## src/rtl/load_store_unit_pkg.sv

```systemverilog
// Shared constants, state encoding and access-legality helper for the
// RV32I load/store unit and its load-alignment datapath.
package load_store_unit_pkg;
  localparam int DATA_WIDTH = 32;

  localparam logic [2:0] F3_B  = 3'b000;
  localparam logic [2:0] F3_H  = 3'b001;
  localparam logic [2:0] F3_W  = 3'b010;
  localparam logic [2:0] F3_BU = 3'b100;
  localparam logic [2:0] F3_HU = 3'b101;

  typedef enum logic [1:0] {
    IDLE = 2'd0,
    REQ  = 2'd1,
    RESP = 2'd2
  } state_t;

  // Illegal funct3 or a halfword/word access off its natural alignment.
  function automatic logic access_fault(input logic       is_store,
                                        input logic [2:0] funct3,
                                        input logic [1:0] off);
    logic illegal;
    logic misal;
    if (is_store) illegal = !(funct3 inside {F3_B, F3_H, F3_W});
    else          illegal = !(funct3 inside {F3_B, F3_H, F3_W, F3_BU, F3_HU});
    misal = ((funct3[1:0] == 2'b01) && off[0]) ||
            ((funct3[1:0] == 2'b10) && (off != 2'b00));
    return illegal || misal;
  endfunction
endpackage

```

## src/rtl/load_align.sv

```systemverilog
// Combinational load-lane extraction and sign/zero extension of a read word.
module load_align
  import load_store_unit_pkg::*;
(
  input  logic [DATA_WIDTH-1:0] rdata,
  input  logic [1:0]            addr,
  input  logic [2:0]            funct3,
  output logic [DATA_WIDTH-1:0] result
);
  logic [7:0]  byte_lane;
  logic [15:0] half_lane;

  assign byte_lane = rdata[8*addr +: 8];
  assign half_lane = addr[1] ? rdata[31:16] : rdata[15:0];

  always_comb begin
    result = '0;
    case (funct3)
      F3_B:    result = {{24{byte_lane[7]}}, byte_lane};
      F3_BU:   result = {24'd0, byte_lane};
      F3_H:    result = {{16{half_lane[15]}}, half_lane};
      F3_HU:   result = {16'd0, half_lane};
      F3_W:    result = rdata;
      default: result = '0;
    endcase
  end
endmodule

```

## src/rtl/load_store_unit.sv

```systemverilog
// Memory-stage load/store unit: one op per transaction, req/ack to data
// memory, store lane formatting and aligned load result for writeback.
module load_store_unit
  import load_store_unit_pkg::*;
(
  input  logic                  i_clk,
  input  logic                  i_rst_n,
  input  logic                  i_req_valid,
  output logic                  o_req_ready,
  input  logic                  i_is_store,
  input  logic [2:0]            i_funct3,
  input  logic [DATA_WIDTH-1:0] i_addr,
  input  logic [DATA_WIDTH-1:0] i_store_data,
  output logic                  o_dmem_req,
  output logic                  o_dmem_we,
  output logic [DATA_WIDTH-1:0] o_dmem_addr,
  output logic [DATA_WIDTH-1:0] o_dmem_wdata,
  output logic [3:0]            o_dmem_wstrb,
  input  logic                  i_dmem_ack,
  input  logic [DATA_WIDTH-1:0] i_dmem_rdata,
  output logic                  o_rsp_valid,
  output logic [DATA_WIDTH-1:0] o_load_data,
  output logic                  o_fault
);
  state_t                state, nxt;
  logic                  accept, fault_in;
  logic                  is_store_q;
  logic [2:0]            funct3_q;
  logic [1:0]            off_q;
  logic [3:0]            wstrb_d;
  logic [DATA_WIDTH-1:0] wdata_d, aligned;

  assign accept      = i_req_valid && (state == IDLE);
  assign fault_in    = access_fault(i_is_store, i_funct3, i_addr[1:0]);
  assign o_req_ready = (state == IDLE);
  assign o_dmem_req  = (state == REQ);
  assign o_rsp_valid = (state == RESP);

  always_ff @(posedge i_clk) begin
    if (!i_rst_n) state <= IDLE;
    else          state <= nxt;
  end

  always_comb begin
    nxt = state;
    case (state)
      IDLE:    if (i_req_valid) nxt = fault_in ? RESP : REQ;
      REQ:     if (i_dmem_ack)  nxt = RESP;
      RESP:    nxt = IDLE;
      default: nxt = IDLE;
    endcase
  end

  always_comb begin
    wstrb_d = 4'b1111;
    wdata_d = i_store_data;
    case (i_funct3[1:0])
      2'b00: begin
        wstrb_d = 4'b0001 << i_addr[1:0];
        wdata_d = {4{i_store_data[7:0]}};
      end
      2'b01: begin
        wstrb_d = i_addr[1] ? 4'b1100 : 4'b0011;
        wdata_d = {2{i_store_data[15:0]}};
      end
      default: ;
    endcase
    if (!i_is_store) wstrb_d = 4'b0000;
  end

  // dmem outputs are captured at accept so they stay stable for the whole REQ phase.
  always_ff @(posedge i_clk) begin
    if (!i_rst_n) begin
      is_store_q   <= 1'b0;
      funct3_q     <= '0;
      off_q        <= '0;
      o_dmem_we    <= 1'b0;
      o_dmem_addr  <= '0;
      o_dmem_wdata <= '0;
      o_dmem_wstrb <= '0;
      o_load_data  <= '0;
      o_fault      <= 1'b0;
    end else if (accept) begin
      is_store_q  <= i_is_store;
      funct3_q    <= i_funct3;
      off_q       <= i_addr[1:0];
      o_fault     <= fault_in;
      o_load_data <= '0;
      if (!fault_in) begin
        o_dmem_we    <= i_is_store;
        o_dmem_addr  <= {i_addr[DATA_WIDTH-1:2], 2'b00};
        o_dmem_wdata <= wdata_d;
        o_dmem_wstrb <= wstrb_d;
      end
    end else if ((state == REQ) && i_dmem_ack && !is_store_q) begin
      o_load_data <= aligned;
    end
  end

  load_align u_align (
    .rdata  (i_dmem_rdata),
    .addr   (off_q),
    .funct3 (funct3_q),
    .result (aligned)
  );
endmodule

```

## config.mk

```make
export PLATFORM = sky130hd
export DESIGN_NAME = load_store_unit
export DESIGN_NICKNAME = d
export VERILOG_FILES = /design/src/rtl/load_store_unit_pkg.sv /design/src/rtl/load_align.sv /design/src/rtl/load_store_unit.sv
export SDC_FILE = /design/constraint.sdc
export NUM_CORES = 1
export LEC_CHECK = 0
export CAP_MARGIN = 20
export CORE_AREA = 10 10 141 130
export CTS_CLUSTER_SIZE = 25
export DETAILED_ROUTE_END_ITERATION = 8
export DIE_AREA = 0 0 151 140
export GPL_TIMING_DRIVEN = 0
export PLACE_DENSITY_LB_ADDON = 0.25
export SLEW_MARGIN = 20
export SYNTH_ARGS = -nofsm -noshare
export SYNTH_HDL_FRONTEND = slang
export SYNTH_SLANG_ARGS = --single-unit
```

## constraint.sdc

```tcl
create_clock -name i_clk -period 1.9 [get_ports i_clk]
set_input_delay 0.19 -clock i_clk [delete_from_list [all_inputs] [get_ports i_clk]]
set_output_delay 0.19 -clock i_clk [all_outputs]
set_load 0.01 [all_outputs]
```

## Yosys cells after proc, flatten, opt, wreduce, memory -nomap -nowiden

Index checks and enable logic that the tools add are counted.

- Magnitude comparators: 0
- Equality and inequality tests: 14
- Bitwise operators: 2
- Muxes and demuxes: 11
- Divide/modulo/power cells: 0
- Multiply operators: 0
- Reductions and logical operators: 20
- Add/sub/neg operators: 0
- Shifts and indexed selects: 2

Operators with widths:

| operator | count |
|---|---|
| case mux 32 bit (5 select lines) | 1 |
| case mux 32 bit (2 select lines) | 1 |
| variable part select 32 x 6 -> 8 bit | 1 |
| two-way mux 16 bit | 1 |
| equality test 3 bit, second input constant | 4 |
| two-way mux 4 bit | 2 |
| case mux 4 bit (2 select lines) | 1 |
| equality test 3 x 1 -> 1 bit, second input constant | 2 |
| equality test 3 x 2 -> 1 bit, second input constant | 2 |
| logical NOT 3 bit | 2 |
| two-way mux 2 bit | 3 |
| logical AND 1 bit | 5 |
| nonzero test 5 bit | 1 |
| equality test 2 x 1 -> 1 bit, second input constant | 2 |
| equality test 2 bit, second input constant | 2 |
| logical NOT 2 bit | 2 |
| case mux 2 bit (2 select lines) | 1 |
| AND reduction 2 bit | 2 |
| << shifter 1 x 2 -> 4 bit, first input constant | 1 |
| logical NOT 1 bit | 3 |
| nonzero test 3 bit | 1 |
| logical OR 1 bit | 2 |
| inequality test 2 x 1 -> 1 bit, second input constant | 1 |
| inequality test 2 bit, second input constant | 1 |
| 4 further kinds | 5 |

- Bits in writable memories: 0
- Memories: 0
- ROM bits: 0
- Bits of input ports: 104
- Logic and storage cells: 59
- Bits in registers: 108
- Bits in latches: 0

## Depth between registers and ports, before layout

Gate-level depths: netlist of run 1.

- Word-level depth: 8
- Mapped depth: 8
- Mapped depth without buffers: 4

## Hierarchy

Synthesis of run 1 repeated with hierarchy kept, for this count alone.

- Cell total of the unflattened synthesis: 646
- Area, all modules: 5455.2 um^2

By module, submodules not included:

| module | times used | cells an instance | seq. area each (um^2) | area an instance (um^2) |
|---|---|---|---|---|
| load_store_unit | 1 | 537 | 2162.1 | 4643.2 |
| load_align | 1 | 109 | 0.0 | 812.0 |

## Least setup slack after synthesis of run 1

OpenSTA, ideal clock, no wires.

- Kind: reg-to-reg
- Start point: register off_q[1]
- End point: register o_load_data[16]
- Slack: 0.304 ns
- Path buffers: 1
- Data arrival time: 1.474 ns
- Stages on the path, launching flop included: 6
- Cells stage by stage: dfxtp_1 > mux4_2 > nor2_4 > nor3_4 > buf_6 > a221o_1

- Word-level cells in the longest chain between the ends: 2
- Elaborated cells on any way between the ends: 3
- Those cells by class: shift (1); mux (2)

Ends and longest elaborated chain:

| item | RTL line | text |
|---|---|---|
| start: declaration | load_store_unit.sv:29 | `logic [1:0] off_q;` |
| start signal: assignment | load_store_unit.sv:86 | `off_q <= i_addr[1:0];` |
| variable part select 32 x 6 -> 8 bit / two-way mux 16 bit (equally long branches) | load_align.sv:13, load_align.sv:14 |  |
| case mux 32 bit (5 select lines) * | load_align.sv:18 | `case (funct3)` |
| end signal: assignment | load_store_unit.sv:96 | `o_load_data <= aligned;` |
| end: declaration | load_store_unit.sv:22 | `output logic [DATA_WIDTH-1:0] o_load_data,` |

Mark *: on every way between the ends. The rest lies on a longest branch, timed or not.
A chain may end at the register's enable or synchronous reset.

## Worst setup path after layout of run 1

- Start point: register funct3_q[0]
- End point: register o_load_data[6]

- Word-level cells in the longest chain between the ends: 2
- Elaborated cells on any way between the ends: 6
- Those cells by class: eq/ne (4); mux (1); reduce/logical (1)

Ends and longest elaborated chain:

| item | RTL line | text |
|---|---|---|
| start: declaration | load_store_unit.sv:28 | `logic [2:0] funct3_q;` |
| start signal: assignment | load_store_unit.sv:85 | `funct3_q <= i_funct3;` |
| equality test 3 x 2 -> 1 bit (tied with other cells) | load_align.sv:18 |  |
| case mux 32 bit (5 select lines) * | load_align.sv:18 |  |

Marks and branches as above.

==> reports/qor.yml, run 1 <==
die_x_um: 151
r2r_start: "funct3_q[0]"
worstReg2RegEnd: "o_load_data[6]"
die_y_um: 140
grt_max_degree: 17
core_um2: 15300
r2r_cells: 6
clock_latency_ns: 0.35
io_buffers: 205
vias: 4603
hold_path_depth: 3
ant_nets: 0
fin_tns_setup_ns: 0
post_drt_wl_per_cell_um: 18.7
num_rows: 43
first_iter_violations: 306
stdcell_count: 937
min_period_ns: 1.78
vdd_drop_max_uv: 578
async_flop_share: 0
drc: 0
layout.nets: 833
setup_violations: 0
slew_viol_final: 0
layout_commonest_cell: "clkdlybuf4s50_1"
maxCapViolCount: 0
p_leak_nw: 2.56
postLayoutCoreUtil: 0.466
syn2layout_area_growth_pct: 57.2
gp_congestion: 0.847
grt-ovfl-total: 0
r2r_slack_ns: 0.12
crit_family: "compound AO/OA/AOI/OAI gates"
grt_pass1_wl_mm: 27.0
final_cell_mix: "clkdlybuf4s50_1, nand2_1, dfxtp_1"
synth-seq-cells: 108
cts_tree: "built"
routed_wl_mm: 17.5
netlist_instances: 512
post_route_cells_drive_above_1_share: 0.0872
die_area_um2: 21100
max_freq_mhz: 562
worstHoldPathType: "in -> reg"
final-hold-violation-count: 0
post_cts_buffers: 0
clk_path_buf_depth: 2
arrival_ns: 2.01
ys_types: 42
critPathBufInv: 2
ioPinCount: 209
start_util: 0.297
synth_edf_count: 0
numCtsBuffers: 9
grt_pass1_vias: 4766
synth_area_per_cell_um2: 8.85
crit_top_cell: "buf_2"
rsz0062_at_grt: "true"
fin_total_pwr_mw: 5.21
worstHoldStart: "i_rst_n"
grt_util_all_layers: 0.162
netlist_area_um2: 4530
cp-end-kind: "flop"
grt_antenna_before_repair: 1
clkTransAtPathRegs_ns: 0.07
worst_pin_slew_ns: 0.649
h-tree-depth: 3
power_density_nw_per_um2: 731
timing.clock.skew_ns: 0.0105
fin_crit_sh: 0.937
drt-pass1-iter-count: 5
path_max_fanout: 10
path_class: "reg -> reg"
cpMaxStageDelayCell: "a222oi_1"
cpPeakStageDelay_ns: 0.46
clkSinkCount: 108
dp_hpwl_mm: 13.8
clockRootBuffer: "clkbuf_16"
crit_chain: "buf_2, nor3b_1, buf_2, o21bai_2, a222oi_1, o21ai_1"
whs_endpoint: "o_dmem_wstrb[1]"
ys_seq_area_frac: 0.477
synth_ff_type: "dfxtp_1"
avgViaCountPerCell: 4.91
cp.required_ns: 2.13
dpl.cell_count: 920
slew_headroom: 0.567
yosysWarnings: 0
status: "completed"
start_kind: "flop"
sequential cells by signal, summed over array words and instances, names as in the netlist, 2 cells and up:
signal        cells
o_dmem_wdata     32
o_load_data      32
o_dmem_addr      30
o_dmem_wstrb      4
funct3_q          3
off_q             2
state             2
cell families after synthesis:
logic type             synth area share
buffers and inverters            0.0541
DFF                               0.477
and+or+nand+nor                   0.179
other                          0.000827
muxes                            0.0779
AOI/OAI and AO/OA                 0.211
power by group:
group	leakage, nW	internal, mW	switching, mW
clock network	0.135	0.917	0.844
logic	1.55	0.543	0.490
registers	0.877	2.36	0.0569
total	2.56	3.82	1.39
cells in the mapped netlist, types with 2 or more instances:
library cell | count | area, µm²
o31ai_1 | 4 | 30.0
buf_4 | 5 | 37.5
nor2b_1 | 7 | 43.8
nand3_1 | 5 | 25.0
buf_1 | 2 | 7.51
nor3b_2 | 2 | 25.0
a222oi_1 | 7 | 70.1
nor2_1 | 26 | 97.6
a211oi_1 | 9 | 67.6
nand2b_1 | 3 | 18.8
nand2_1 | 125 | 469
buf_2 | 19 | 95.1
o21ai_0 | 23 | 115
nor3b_1 | 2 | 15.0
o21ai_1 | 12 | 60.1
mux2i_1 | 24 | 240
a221oi_1 | 8 | 70.1
a21oi_1 | 52 | 260
mux2_2 | 8 | 90.1
dfxtp_1 | 108 | 2160
a311oi_1 | 8 | 70.1
clkbuf_1 | 14 | 52.6
buf_6 | 4 | 45.0
a221o_1 | 16 | 160
or2_2 | 2 | 12.5
through the flow:
step | area [µm²] | hold slack (ns) | setup WS, ns
after floorplan | 4540 | 0.326 | 0.304
after global placement | 6840 | 0.440 | -0.216
after detailed placement | 6840 | 0.444 | -0.236
after CTS | 7110 | 0.165 | 0.113
after global routing | 7120 | 0.189 | -0.0107
final | 7130 | 0.183 | 0.121
repair_timing:
| action | 4_1_cts | 5_1_grt |
|---|---|---|
| setup endpoints to repair | 1 | 13 |
| gates cloned | 0 | 0 |
| pin swaps | 0 | 1 |
| resized for setup | 1 | 2 |
| hold buffers | 0 | 0 |
worst max-delay path by stage:
stage,cells past startpoint,slack [ns],from,endpoint
after floorplan,5,0.30,off_q[1],o_load_data[16]
after global placement,8,-0.22,i_addr[0],o_dmem_wdata[30]
after detailed placement,7,-0.24,i_addr[0],o_dmem_addr[15]
after CTS,2,0.11,state[1],o_rsp_valid
after global routing,6,-0.01,state[0],o_load_data[2]
final,6,0.12,funct3_q[0],o_load_data[6]
area by class of cell:
class | instances | area, µm²
Tap cell | 202 | 253
Antenna cell | 1 | 2.50
Clock inverter | 5 | 27.5
Multi-Input combinational cell | 359 | 2140
Buffer | 44 | 240
Fill cell | 1498 | 8150
Sequential cell | 108 | 2160
Clock buffer | 11 | 243
Inverter | 2 | 7.51
Timing Repair Buffer | 205 | 2050
metal layers:
metal | GRT usage | part of all wire
met3 | 0.0895 | 0.12
met4 | 0.0430 | 0.015
met5 | 0 | 0
met2 | 0.263 | 0.47
met1 | 0.178 | 0.40
worst register-to-register path, delay by kind of cell, from the launching register on:
kind            cells  cell delay (ns)
compound gates      3             0.84
buf+inv             2             0.42
flops               1             0.30
simple gates        1             0.09
Power figures use the tool's default switching activity.
==> inputs of run 2 (changes only) <==
--- a/config.mk
+++ b/config.mk
@@ -11,6 +11,7 @@
 export DETAILED_ROUTE_END_ITERATION = 8
 export DIE_AREA = 0 0 151 140
 export GPL_TIMING_DRIVEN = 0
+export MAX_ROUTING_LAYER = met4
 export PLACE_DENSITY_LB_ADDON = 0.25
 export SLEW_MARGIN = 20
 export SYNTH_ARGS = -nofsm -noshare
==> constraint.sdc (replaced) <==
create_clock -name i_clk -period 1.7 [get_ports i_clk]
set_input_delay 0.17 -clock i_clk [delete_from_list [all_inputs] [get_ports i_clk]]
set_output_delay 0.17 -clock i_clk [all_outputs]
set_load 0.01 [all_outputs]
==> run 2 against run 1 <==
Clock power increased by 39%. Critical path depth unchanged. Final area increased by 2.8%. Cell count increased by 0.85%. Total power increased by 22%. Critical path type is now in -> reg.
==> reports/qor.yml, run 2 (synthesis results as in run 1) <==
ioPinCount: 209
clkTransAtPathRegs_ns: 0.07
slew_headroom: 0.633
clk_path_buf_depth: 2
grt_pass1_wl_mm: 26.9
setup_violations: 0
core_um2: 15300
worstHoldPathType: "in -> reg"
timing.clock.skew_ns: 0.00578
clock_latency_ns: 0.35
power_density_nw_per_um2: 865
worst_pin_slew_ns: 0.548
slew_viol_final: 0
drc: 0
dp_hpwl_mm: 13.7
die_y_um: 140
grt-ovfl-total: 0
fin_total_pwr_mw: 6.34
design_area_um2: 7320
grt_antenna_before_repair: 1
ctsHoldBuffers: 0
cpMaxStageDelayCell: "mux4_2"
globalRouteMet2Util: 0.267
stdcell_count: 945
first_iter_violations: 270
drt-pass1-iter-count: 5
timing.final.ws_setup_ns: 0.0431
post_drt_wl_per_cell_um: 18.6
start_kind: "input port"
clkSinkCount: 108
dpl.cell_count: 920
cp-end-kind: "flop"
cpPeakStageDelay_ns: 0.58
h-tree-depth: 3
numCtsBuffers: 9
final-hold-violation-count: 0
p_leak_nw: 2.68
routed_wl_mm: 17.5
hold_slack_ns: 0.163
die_area_um2: 21100
placed_area_um2: 6840
io_buffers: 205
max_freq_mhz: 604
layout.nets: 841
gp_congestion: 0.863
fin_tns_setup_ns: 0
path_max_fanout: 10
seq_area_um2: 2170
grt_use_met3: 0.0786
vias: 4638
fin_crit_sh: 0.975
reg.largest.list: "o_dmem_wdata x32, o_load_data x32, o_dmem_addr x30"
clockRootBuffer: "clkbuf_16"
arrival_ns: 1.89
grt_util_all_layers: 0.165
cts_tree: "built"
syn2layout_area_growth_pct: 61.6
pre_cts_ws_ns: -0.412
start_util: 0.297
layout_commonest_cell: "clkdlybuf4s50_1"
multiInputGateArea_um2: 2170
path_class: "in -> reg"
ant_nets: 0
crit_chain: "clkdlybuf4s50_1, mux4_2, nor2_4, nor3_4, buf_6, a221o_1"
vdd_drop_max_uv: 543
grt_pass1_vias: 4835
use_met1: 0.179
postLayoutCoreUtil: 0.479
fillers: 1465
grt.busiest_layer: "met2"
die_x_um: 151
post_route_cells_drive_above_1_share: 0.111
cp.required_ns: 1.93
grt_max_degree: 18
min_period_ns: 1.66
num_rows: 43
status: "completed"
final_cell_mix: "clkdlybuf4s50_1, nand2_1, dfxtp_1"
maxCapViolCount: 0
avgViaCountPerCell: 4.91
run 2: changes by cell type in the layout (fill, tap and decap cells not counted), sizes merged, moves of 2 or more:
cell,before,now
buf,29,35
bufinv,0,3
clkdlybuf4s50,204,198
clkinv,4,2
dlygate4sd2,1,5
dlymetal6s2s,0,2
run 2: critical path, delay by kind of cell:
family	cells	cell delay [ns]
simple gates	2	0.19
compound gates	1	0.27
buf+inv	2	0.67
mux	1	0.58
run 2: path summary, 6_finish.rpt:
kind	startpoint	end	slack [ns]	cells past startpoint
setup / recovery	i_dmem_rdata[31]	o_load_data[18]	0.04	6
hold reg to reg	o_load_data[13]	o_load_data[13]	0.45	2
setup reg to reg	off_q[1]	o_load_data[18]	0.05	5
hold / removal	i_rst_n	o_dmem_wstrb[2]	0.16	3
run 2: power by group:
part | internal (mW) | total (mW) | switching [mW]
clock | 1.48 | 2.45 | 0.966
combinational | 0.634 | 1.19 | 0.559
sequential | 2.64 | 2.70 | 0.0629
total | 4.75 | 6.34 | 1.59
run 2: what timing repair did:
action                                 in CTS  in global routing
pin swaps                                   2                  5
buffers inserted                            0                  8
setup endpoints to repair                  65                100
resized for setup                          14                 18
endpoints found under the hold margin       0                  0
run 2: layout make-up:
class | count | share of cell area
antenna | 1 | 0.000342
buffer | 44 | 0.0366
clock buffer | 10 | 0.0326
clock inverter | 6 | 0.0152
inverter | 2 | 0.00102
multi-input combinational | 359 | 0.296
sequential | 108 | 0.296
tap | 202 | 0.0345
timing repair buffer | 213 | 0.288
run 2: per-layer routing:
layer,vias to the layer above,share of wire
li1,2258,-
met1,2157,0.40
met2,206,0.47
met3,17,0.12
met4,0,0.014
met5,-,0
